==> src/rtl/line_scan_ctrl_pkg.sv <==
// Shared types and defaults for the line scan sequencer and its pixel alignment stage.
package line_scan_ctrl_pkg;

  localparam int PIX_W_DEF   = 12;
  localparam int CNT_W_DEF   = 14;
  localparam int ADC_LAT_DEF = 2;

  typedef enum logic [2:0] {
    ST_IDLE   = 3'd0,
    ST_SI     = 3'd1,
    ST_SKIP   = 3'd2,
    ST_ACTIVE = 3'd3,
    ST_TAIL   = 3'd4
  } scan_state_e;

  typedef struct packed {
    logic valid;
    logic sol;
    logic eol;
  } sideband_t;

endpackage

==> src/rtl/line_scan_align.sv <==
// Delays pixel framing by ADC_LAT cycles so it lines up with the ADC sample,
// then registers sample and framing together as the output pixel.
module line_scan_align
  import line_scan_ctrl_pkg::*;
#(
  parameter int PIX_W   = PIX_W_DEF,
  parameter int ADC_LAT = ADC_LAT_DEF
) (
  input  logic             clk,
  input  logic             rst_n,
  input  sideband_t        push_i,
  input  logic [PIX_W-1:0] din_i,
  output sideband_t        out_o,
  output logic [PIX_W-1:0] data_o,
  output logic             pending_o
);

  sideband_t [ADC_LAT-1:0] dly_q, dly_d;
  sideband_t               out_q, out_d;
  logic [PIX_W-1:0]        data_q, data_d;

  // Shift the framing delay line and capture the sample that matches its head.
  always_comb begin
    dly_d    = dly_q;
    dly_d[0] = push_i;
    for (int i = 1; i < ADC_LAT; i++) begin
      dly_d[i] = dly_q[i-1];
    end
    out_d = dly_q[ADC_LAT-1];
    if (dly_q[ADC_LAT-1].valid) begin
      data_d = din_i;
    end else begin
      data_d = data_q;
    end
  end

  // Any framing still in flight keeps the block busy.
  always_comb begin
    pending_o = 1'b0;
    for (int i = 0; i < ADC_LAT; i++) begin
      pending_o = pending_o | dly_q[i].valid;
    end
  end

  // Delay line and output registers.
  always_ff @(posedge clk) begin
    if (!rst_n) begin
      dly_q  <= '0;
      out_q  <= '0;
      data_q <= '0;
    end else begin
      dly_q  <= dly_d;
      out_q  <= out_d;
      data_q <= data_d;
    end
  end

  assign out_o  = out_q;
  assign data_o = data_q;

endmodule

==> src/rtl/line_scan_ctrl.sv <==
// Line acquisition sequencer: issues SENSOR_SI, walks skip/active/tail pixel
// periods and emits a latency-aligned, SOL/EOL framed pixel stream.
module line_scan_ctrl
  import line_scan_ctrl_pkg::*;
#(
  parameter int PIX_W   = PIX_W_DEF,
  parameter int CNT_W   = CNT_W_DEF,
  parameter int ADC_LAT = ADC_LAT_DEF
) (
  input  logic             ADC_CLK,
  input  logic             ADC_RSTN,
  input  logic             ENABLE,
  input  logic             START,
  input  logic [CNT_W-1:0] CFG_SKIP,
  input  logic [CNT_W-1:0] CFG_ACTIVE,
  input  logic [CNT_W-1:0] CFG_PERIOD,
  input  logic             CLR_OVR,
  input  logic [PIX_W-1:0] ADC_DIN,
  output logic             SENSOR_SI,
  output logic             BUSY,
  output logic [PIX_W-1:0] PIX_DATA,
  output logic             PIX_VALID,
  output logic             PIX_SOL,
  output logic             PIX_EOL,
  input  logic             PIX_READY,
  output logic             OVERRUN,
  output logic [15:0]      LINE_CNT
);

  localparam logic [CNT_W:0] CNT_ONE = {{CNT_W{1'b0}}, 1'b1};

  scan_state_e      state_q, state_d, state_seq;
  logic [CNT_W:0]   pix_cnt_q, pix_cnt_d;
  logic [CNT_W-1:0] skip_q, skip_d, active_q, active_d, period_q, period_d;
  logic [15:0]      line_cnt_q, line_cnt_d;
  logic             si_q, si_d;
  logic             ovr_q, ovr_d;

  logic [CNT_W-1:0] cur_skip, cur_active, cur_period;
  logic [CNT_W:0]   win_end, span, eff_m1;
  logic             line_end;
  sideband_t        push_s, out_s;
  logic             pending_s;

  // During SI the shadows are still loading, so decisions use the live config.
  always_comb begin
    if (state_q == ST_SI) begin
      cur_skip   = CFG_SKIP;
      cur_active = CFG_ACTIVE;
      cur_period = CFG_PERIOD;
    end else begin
      cur_skip   = skip_q;
      cur_active = active_q;
      cur_period = period_q;
    end
    win_end = {1'b0, cur_skip} + {1'b0, cur_active};
    span    = win_end + CNT_ONE;
    if ({1'b0, cur_period} > span) begin
      eff_m1 = {1'b0, cur_period} - CNT_ONE;
    end else begin
      eff_m1 = win_end;
    end
    line_end = (pix_cnt_q == eff_m1);
  end

  // Next state, pixel counter, shadow config and line counter.
  always_comb begin
    state_seq  = state_q;
    pix_cnt_d  = pix_cnt_q + CNT_ONE;
    skip_d     = skip_q;
    active_d   = active_q;
    period_d   = period_q;
    line_cnt_d = line_cnt_q;
    case (state_q)
      ST_IDLE: begin
        pix_cnt_d = '0;
        if (ENABLE || START) begin
          state_seq = ST_SI;
        end else begin
          state_seq = ST_IDLE;
        end
      end
      ST_SI: begin
        skip_d     = CFG_SKIP;
        active_d   = CFG_ACTIVE;
        period_d   = CFG_PERIOD;
        line_cnt_d = line_cnt_q + 16'd1;
        if (CFG_ACTIVE == '0) begin
          state_seq = ST_TAIL;
        end else if (CFG_SKIP == '0) begin
          state_seq = ST_ACTIVE;
        end else begin
          state_seq = ST_SKIP;
        end
      end
      ST_SKIP: begin
        if (pix_cnt_q == {1'b0, skip_q}) begin
          state_seq = ST_ACTIVE;
        end else begin
          state_seq = ST_SKIP;
        end
      end
      ST_ACTIVE: begin
        if (pix_cnt_q == win_end) begin
          state_seq = ST_TAIL;
        end else begin
          state_seq = ST_ACTIVE;
        end
      end
      ST_TAIL: begin
        state_seq = ST_TAIL;
      end
      default: begin
        state_seq = ST_IDLE;
      end
    endcase

    // The end-of-line point can fall in SI, ACTIVE or TAIL and overrides them.
    if ((state_q != ST_IDLE) && line_end) begin
      pix_cnt_d = '0;
      if (ENABLE) begin
        state_d = ST_SI;
      end else begin
        state_d = ST_IDLE;
      end
    end else begin
      state_d = state_seq;
    end
  end

  // Framing for the pixel of this cycle and output-side status.
  always_comb begin
    push_s.valid = (state_q == ST_ACTIVE);
    push_s.sol   = push_s.valid && (pix_cnt_q == ({1'b0, skip_q} + CNT_ONE));
    push_s.eol   = push_s.valid && (pix_cnt_q == win_end);
    si_d         = (state_d == ST_SI);
    if (out_s.valid && !PIX_READY) begin
      ovr_d = 1'b1;
    end else if (CLR_OVR) begin
      ovr_d = 1'b0;
    end else begin
      ovr_d = ovr_q;
    end
  end

  // Sequencer registers.
  always_ff @(posedge ADC_CLK) begin
    if (!ADC_RSTN) begin
      state_q    <= ST_IDLE;
      pix_cnt_q  <= '0;
      skip_q     <= '0;
      active_q   <= '0;
      period_q   <= '0;
      line_cnt_q <= 16'd0;
      si_q       <= 1'b0;
      ovr_q      <= 1'b0;
    end else begin
      state_q    <= state_d;
      pix_cnt_q  <= pix_cnt_d;
      skip_q     <= skip_d;
      active_q   <= active_d;
      period_q   <= period_d;
      line_cnt_q <= line_cnt_d;
      si_q       <= si_d;
      ovr_q      <= ovr_d;
    end
  end

  line_scan_align #(
    .PIX_W   (PIX_W),
    .ADC_LAT (ADC_LAT)
  ) u_align (
    .clk       (ADC_CLK),
    .rst_n     (ADC_RSTN),
    .push_i    (push_s),
    .din_i     (ADC_DIN),
    .out_o     (out_s),
    .data_o    (PIX_DATA),
    .pending_o (pending_s)
  );

  assign SENSOR_SI = si_q;
  assign BUSY      = (state_q != ST_IDLE) || pending_s;
  assign PIX_VALID = out_s.valid;
  assign PIX_SOL   = out_s.sol;
  assign PIX_EOL   = out_s.eol;
  assign OVERRUN   = ovr_q;
  assign LINE_CNT  = line_cnt_q;

endmodule

==> config.mk <==
export PLATFORM = sky130hd
export DESIGN_NAME = line_scan_ctrl
export DESIGN_NICKNAME = d
export VERILOG_FILES = /design/src/rtl/line_scan_ctrl_pkg.sv /design/src/rtl/line_scan_align.sv /design/src/rtl/line_scan_ctrl.sv
export SDC_FILE = /design/constraint.sdc
export NUM_CORES = 1
export LEC_CHECK = 0
export CAP_MARGIN = 40
export CORE_MARGIN = 2
export CORE_UTILIZATION = 51
export CTS_BUF_LIST = sky130_fd_sc_hd__clkbuf_16
export CTS_CLUSTER_SIZE = 16
export DETAILED_ROUTE_END_ITERATION = 10
export PLACE_DENSITY = 0.78
export SLEW_MARGIN = 20
export SYNTH_ARGS = -nofsm -noshare
export SYNTH_HDL_FRONTEND = slang
export SYNTH_HIERARCHICAL = 1
export SYNTH_SLANG_ARGS = --single-unit
==> constraint.sdc <==
create_clock -name ADC_CLK -period 6.05 [get_ports ADC_CLK]
set_input_delay 0.605 -clock ADC_CLK [delete_from_list [all_inputs] [get_ports ADC_CLK]]
set_output_delay 0.605 -clock ADC_CLK [all_outputs]
set_load 0.02 [all_outputs]
==> results.json, run 1 <==
{
  "global_route_wire_length_before_repair_mm": 30.4,
  "design_power_total_mw": 2.82,
  "ys_warn_count": 6,
  "worst_setup_sp_type": "flip-flop",
  "finalWorstPathRequiredPeriod_ps": 5780,
  "start_util_pct": 52.5,
  "final_cell_count_no_fill": 1149,
  "ir_worst_vdd_mv": 0.179,
  "floorplan.core_area_sq_mm": 0.0133,
  "dp_cells": 1124,
  "antenna-diode-count": 0,
  "area_delta_synth_final_pct": 23.1,
  "dominantRegCellSynth": "dfxtp_1",
  "maxSlewViolCount": 0,
  "finalHoldViolations": 0,
  "cts_root_buf": "clkbuf_16",
  "design.die.area_sq_mm": 0.0147,
  "vias_per_cell": 5.65,
  "portBuffers": 93,
  "layout.nets": 1062,
  "synth_nets": 968,
  "drt-total-wl_mm": 19.0,
  "chipHeight_microns": 121,
  "row_count": 42,
  "synth_area_leaders": "dfxtp_1, xnor2_1, nand2_1",
  "layout_worst_path_cycle_share_pct": 95.5,
  "fin_skew_ps": 6.51,
  "yosys.area.top_type_share_pct": 28.3,
  "clkTransAtPathRegs_ps": 80,
  "cts_made_buffers": 9,
  "drc": 0,
  "groute.layer.met2.usage_pct": 44.5,
  "mappedNetlistArea_sq_mm": 0.00700,
  "globalRouteOverflowTotal": 0,
  "postLayoutCoreUtil_pct": 64.6,
  "met1_usage_pct": 32.7,
  "timing.critical_path.required_ps": 6290,
  "cts_hold_buffers": 0,
  "dr.pass1.iters": 5,
  "vias_in_the_first_global_route": 6113,
  "routedWlPerCell_microns": 16.6,
  "fmax_mhz": 173,
  "drive_above_1_share_pct": 10.9,
  "timing.critical_path.arrival_ps": 6020,
  "edff_count_synth": 0,
  "worst_slew_margin_rel_pct": 49.1,
  "crit_path_end_kind": "flip-flop",
  "cts_buffer_depth": 2,
  "pwr_density_cell_mw_per_mm2": 327,
  "fp.dieW_microns": 121,
  "pre_cts_ws_ps": 51.5,
  "setup_viol": 0,
  "grtUsageMet3_pct": 5.08,
  "grt_max_degree": 53,
  "globalRouteTotalUtil_pct": 26.0,
  "place.gp.congestion": 0.952,
  "clock-sinks": 99,
  "yosys.area.top_type": "dfxtp_1",
  "maxCapViolCount": 0,
  "synth_cells": 874,
  "share_of_the_yosys_chip_area_belonging_to_registers_pct": 28.3,
  "status": "completed",
  "synth.cells.most_frequent": "nand2_1, dfxtp_1, nor2_1",
  "postSynthAreaPerCell_sq_um": 8.01,
  "cts-htree-levels": 3,
  "synth_seq_cells": 99,
  "hold_class": "reg -> reg",
  "ys_types": 77,
  "worst-path-max-fanout": 17,
  "clock_insertion_delay_worst_skew_ps": 360,
  "timing_worst_setup_path_type": "reg -> reg",
  "timing.hold.ws_ps": 435,
  "p_leak_nw": 3.41,
  "post-synth-top-count-cell": "nand2_1",
  "routed-via-count": 6489,
  "asyncSetResetFlopFracSynth_pct": 0,
  "detailed_place_hpwl_mm": 14.4,
  "worst-slew-pin-transition_ps": 762,
  "grt_antenna_before_repair": 0,
  "design.portCount": 94,
  "worst_slack_ps": 270,
  "antenna_left": 0,
  "cts_tree": "yes",
  "global_route_layer_with_the_greatest_usage": "met2",
  "drtIter0Drc": 386
}
[placed cells by master, fill, tap and decap left out, types with 13 or more instances in the layout]
| cell | count |
|---|---|
| nor3_1 | 21 |
| nor2_1 | 66 |
| xor2_1 | 36 |
| nand3_1 | 37 |
| mux2i_1 | 26 |
| clkdlybuf4s50_1 | 93 |
| ha_1 | 32 |
| dfxtp_1 | 98 |
| buf_4 | 34 |
| xnor2_1 | 64 |
| o21ai_0 | 22 |
| nand2_1 | 127 |
| and2_1 | 42 |
| nor2b_1 | 18 |
| nand4_1 | 20 |
| and3_1 | 13 |
| inv_1 | 31 |
| a21oi_1 | 20 |
[metal layers]
metal,part of all wire [%],up-vias
li1,-,3211
met1,44,3020
met2,48,212
met3,6.0,46
met4,2.4,0
met5,0,-
[critical path, stage by stage, from the launching register on]
cell and delay (ps):
dfxtp_2 380, or3b_4 450, buf_4 190, nand2_1 70, nand2_1 100, fa_1 440, a21o_1 250, a21oi_2 240
xor2_2 170, nor4b_4 280, nand3_2 150, nor2_2 140, nand3_1 100, xor2_1 150, ha_1 330, a2111oi_2 350
o21ai_1 140, o21ai_2 330, and4b_2 300, a211oi_2 150, nor2_1 70, a2111oi_2 410, a31o_1 250, buf_12 170
nor3_1 60
[cell families after synthesis]
| family | synth area share (%) |
|---|---|
| AND/OR/NAND/NOR | 30.4 |
| multiplexers | 4.20 |
| AO/OA/AOI/OAI | 12.8 |
| buffers and inverters | 4.91 |
| flip-flops | 28.3 |
| XOR/XNOR | 13.3 |
| adder cells (fa/ha/maj) | 6.18 |
[stage by stage]
step | instance area, sq um | setup TNS (ps)
6_report | 8620 | 0
3_3_place_gp | 8160 | 0
4_1_cts | 8500 | 0
2_1_floorplan | 7030 | 0
5_1_grt | 8620 | -1150
3_5_place_dp | 8160 | 0
[cell type report]
type / count / area (sq um)
Clock buffer: 9 / 225
Multi-Input combinational cell: 698 / 4740
Tap cell: 176 / 220
Timing Repair Buffer: 129 / 1220
Sequential cell: 99 / 1980
Fill cell: 1171 / 4730
Clock inverter: 7 / 118
Inverter: 31 / 116
[final timing paths]
check / startpoint / end / slack [ps] / cells past startpoint
worst max-delay path: state_q[0] / pix_cnt_q[7] / 270 / 24
worst min-delay path: u_align/dly_q[3] / u_align/out_o[0] / 430 / 1
worst max register to register: state_q[0] / pix_cnt_q[7] / 270 / 24
worst min register to register: u_align/dly_q[3] / u_align/out_o[0] / 430 / 1
[repair_timing]
action,in CTS,in global routing
setup buffers,0,9
resized for setup,0,16
endpoints found under the setup margin,0,19
endpoints found under the hold margin,0,0
[where the power goes]
group          internal (mW)  total [mW]  switching (mW)
Clock                  0.375       0.669           0.294
Combinational          0.622        1.41           0.788
Sequential             0.694       0.738          0.0444
Total                   1.69        2.82            1.13
[registers in the layout, indices dropped and copies added, names as in the netlist]
| signal | flops |
|---|---|
| u_align/data_o | 12 |
| SENSOR_SI | 1 |
| u_align/out_o | 3 |
| period_q | 14 |
| u_align/dly_q | 3 |
| active_q | 14 |
| state_q | 3 |
| pix_cnt_q | 15 |
| skip_q | 14 |
| u_align/dly_d | 3 |
| LINE_CNT | 16 |
| OVERRUN | 1 |
Note: power is estimated with default switching activity, not from simulation.
==> run 2: changes to the inputs <==
Settings changed: CORE_UTILIZATION 51 to 55, CTS_CLUSTER_SIZE 16 to 40, DONT_BUFFER_PORTS set to 1, PLACE_DENSITY 0.78 to 0.73.
==> run 2 against run 1 <==
Against the previous run: via count is 3.2% lower; design area is 11% lower; critical path depth stayed put; clock skew is 2.4 ps higher; cell count is 9.2% lower; wire length is 3.6% lower; largest cell class unchanged; die area is 7.0% lower; clock power is 7.6% lower; highest routed layer unchanged; core utilization is 3.6 points lower; worst setup slack better by 64 ps; hold slack worse by 60 ps; sequential power is 0.8% higher.
==> results.json, run 2 (synthesis results as in run 1) <==
{
  "ir_worst_vdd_mv": 0.167,
  "cts-htree-levels": 3,
  "routed-via-count": 6280,
  "design.portCount": 94,
  "postLayoutCoreUtil_pct": 61.0,
  "r2r.worst_path.cells": 24,
  "worst_setup_sp_type": "flip-flop",
  "drive_above_1_share_pct": 10.7,
  "grt_max_degree": 53,
  "slowest_stage_delay_on_critical_path_ps": 460,
  "dr.pass1.iters": 5,
  "antenna-diode-count": 0,
  "cts_root_buf": "clkbuf_16",
  "totalNegativeSetupSlack_ps": 0,
  "row_count": 41,
  "fmax_mhz": 175,
  "timing.hold.ws_ps": 375,
  "routedWlPerCell_microns": 17.6,
  "timing_worst_setup_path_type": "reg -> reg",
  "hold_class": "in -> reg",
  "detailed_place_hpwl_mm": 14.2,
  "layout_worst_path_cycle_share_pct": 94.5,
  "p_leak_nw": 3.04,
  "drtIter0Drc": 467,
  "worst_slew_margin_rel_pct": 53.5,
  "timing.critical_path.arrival_ps": 5950,
  "finalWorstPathRequiredPeriod_ps": 5720,
  "clock_insertion_delay_worst_skew_ps": 350,
  "vias_in_the_first_global_route": 5777,
  "globalRouteOverflowTotal": 0,
  "finalHoldViolations": 0,
  "layout.cells.most_common": "nand2_1",
  "vias_per_cell": 6.02,
  "worst-path-max-fanout": 17,
  "area_delta_synth_final_pct": 9.02,
  "drt-total-wl_mm": 18.3,
  "chipHeight_microns": 117,
  "largest_reg_flops": 16,
  "cts_tree": "yes",
  "maxCapViolCount": 0,
  "antenna_left": 0,
  "post-route-cell-area_sq_mm": 0.00763,
  "mostFrequentLayoutCells": "nand2_1, dfxtp_1, nor2_1",
  "global_route_wire_length_before_repair_mm": 28.3,
  "total_cell_area_at_the_placement_stage_sq_mm": 0.00719,
  "design.die.area_sq_mm": 0.0137,
  "path_cells": "or3b_4 > buf_4 > nand2_1 > nand2_1 > ha_1 > nand4_1 > a31o_1 > a211oi_4 > and2_2 > nand3_1 > xor2_1 > ha_1 > o21ai_0 > nand2b_1 > a21oi_1 > a41oi_1 > o21ai_2 > buf_4 > a21oi_4 > mux2_2 > a2111oi_2 > a31o_1 > buf_12 > nor3_1",
  "cts_made_buffers": 9,
  "grt_antenna_before_repair": 0,
  "worst_slack_ps": 334,
  "drc": 0,
  "worst-slew-pin-transition_ps": 696,
  "maxSlewViolCount": 0,
  "layout.nets": 960,
  "status": "completed",
  "dp_cells": 1021,
  "clkTransAtPathRegs_ps": 70,
  "critical_path.slowest_cell": "or3b_4",
  "final_cell_count_no_fill": 1043,
  "fp.dieW_microns": 117,
  "globalRouteTotalUtil_pct": 26.5,
  "pwr_density_cell_mw_per_mm2": 355,
  "timing.critical_path.required_ps": 6280,
  "setup_viol": 0,
  "min_delay_path_depth": 1,
  "filler_cell_count": 1120,
  "grt_setup_unrepaired": "false",
  "place.gp.congestion": 0.948,
  "portBuffers": 0,
  "clock-sinks": 99,
  "start_util_pct": 55.9,
  "crit_path_end_kind": "flip-flop",
  "pre_cts_ws_ps": -17.0,
  "design_power_total_mw": 2.71,
  "floorplan.core_area_sq_mm": 0.0125,
  "cts_buffer_depth": 2,
  "fin_skew_ps": 8.89
}
[run 2: cell count changes in the layout (fill, tap and decap cells not counted), moves of 2 or more]
cell / previous run / this run
clkdlybuf4s50_1: 93 / 0
buf_4: 34 / 22
buf_12: 1 / 4
inv_6: 0 / 2
nor2_1: 66 / 68
nor2_2: 5 / 3
[run 2: final timing paths]
path,startpoint,endpoint,slack [ps]
hold reg to reg,u_align/dly_q[4],u_align/out_o[1],440
hold / removal,ADC_RSTN,u_align/out_o[0],370
setup reg to reg,state_q[0],pix_cnt_q[3],330
setup / recovery,state_q[0],pix_cnt_q[3],330
[run 2: where the power goes]
part | switching, mW | leakage, nW | internal [mW]
clock network | 0.285 | 0.153 | 0.333
registers | 0.0503 | 0.803 | 0.694
logic | 0.772 | 2.08 | 0.578
total | 1.11 | 3.04 | 1.61
[run 2: per-layer routing]
layer	up-vias	wire, microns	GRT usage, %
met5	-	0	0
met4	0	611	11.1
met3	54	1330	4.89
met2	270	8620	43.4
met1	2953	7770	34.4
li1	3003	-	-
[run 2: timing repair]
item / in CTS / in global routing
hold buffers: 0 / 0
gates resized for setup: 1 / 10
buffers inserted: 1 / 5
pin swaps: 1 / 5
endpoints found under the setup margin: 17 / 19
[run 2: worst max-delay path: cells and delay by family (launching register included)]
kind,cells,cell delay [ps]
adders and majority gates,2,770
DFF,1,360
muxes,1,360
and+or+nand+nor,8,1460
AOI/OAI and AO/OA,9,1920
xor gates and xnor gates,1,170
buffers and inverters,3,540
[run 2: layout make-up]
cell class	count	area (sq um)	share of cell area (%)
multi-input cells	698	4740	62.1
clock buffers	9	225	2.95
well taps	172	215	2.82
repair buffers	27	260	3.41
clock inverters	7	93.8	1.23
flip-flops and latches	99	1980	26.0
inverters	31	116	1.52
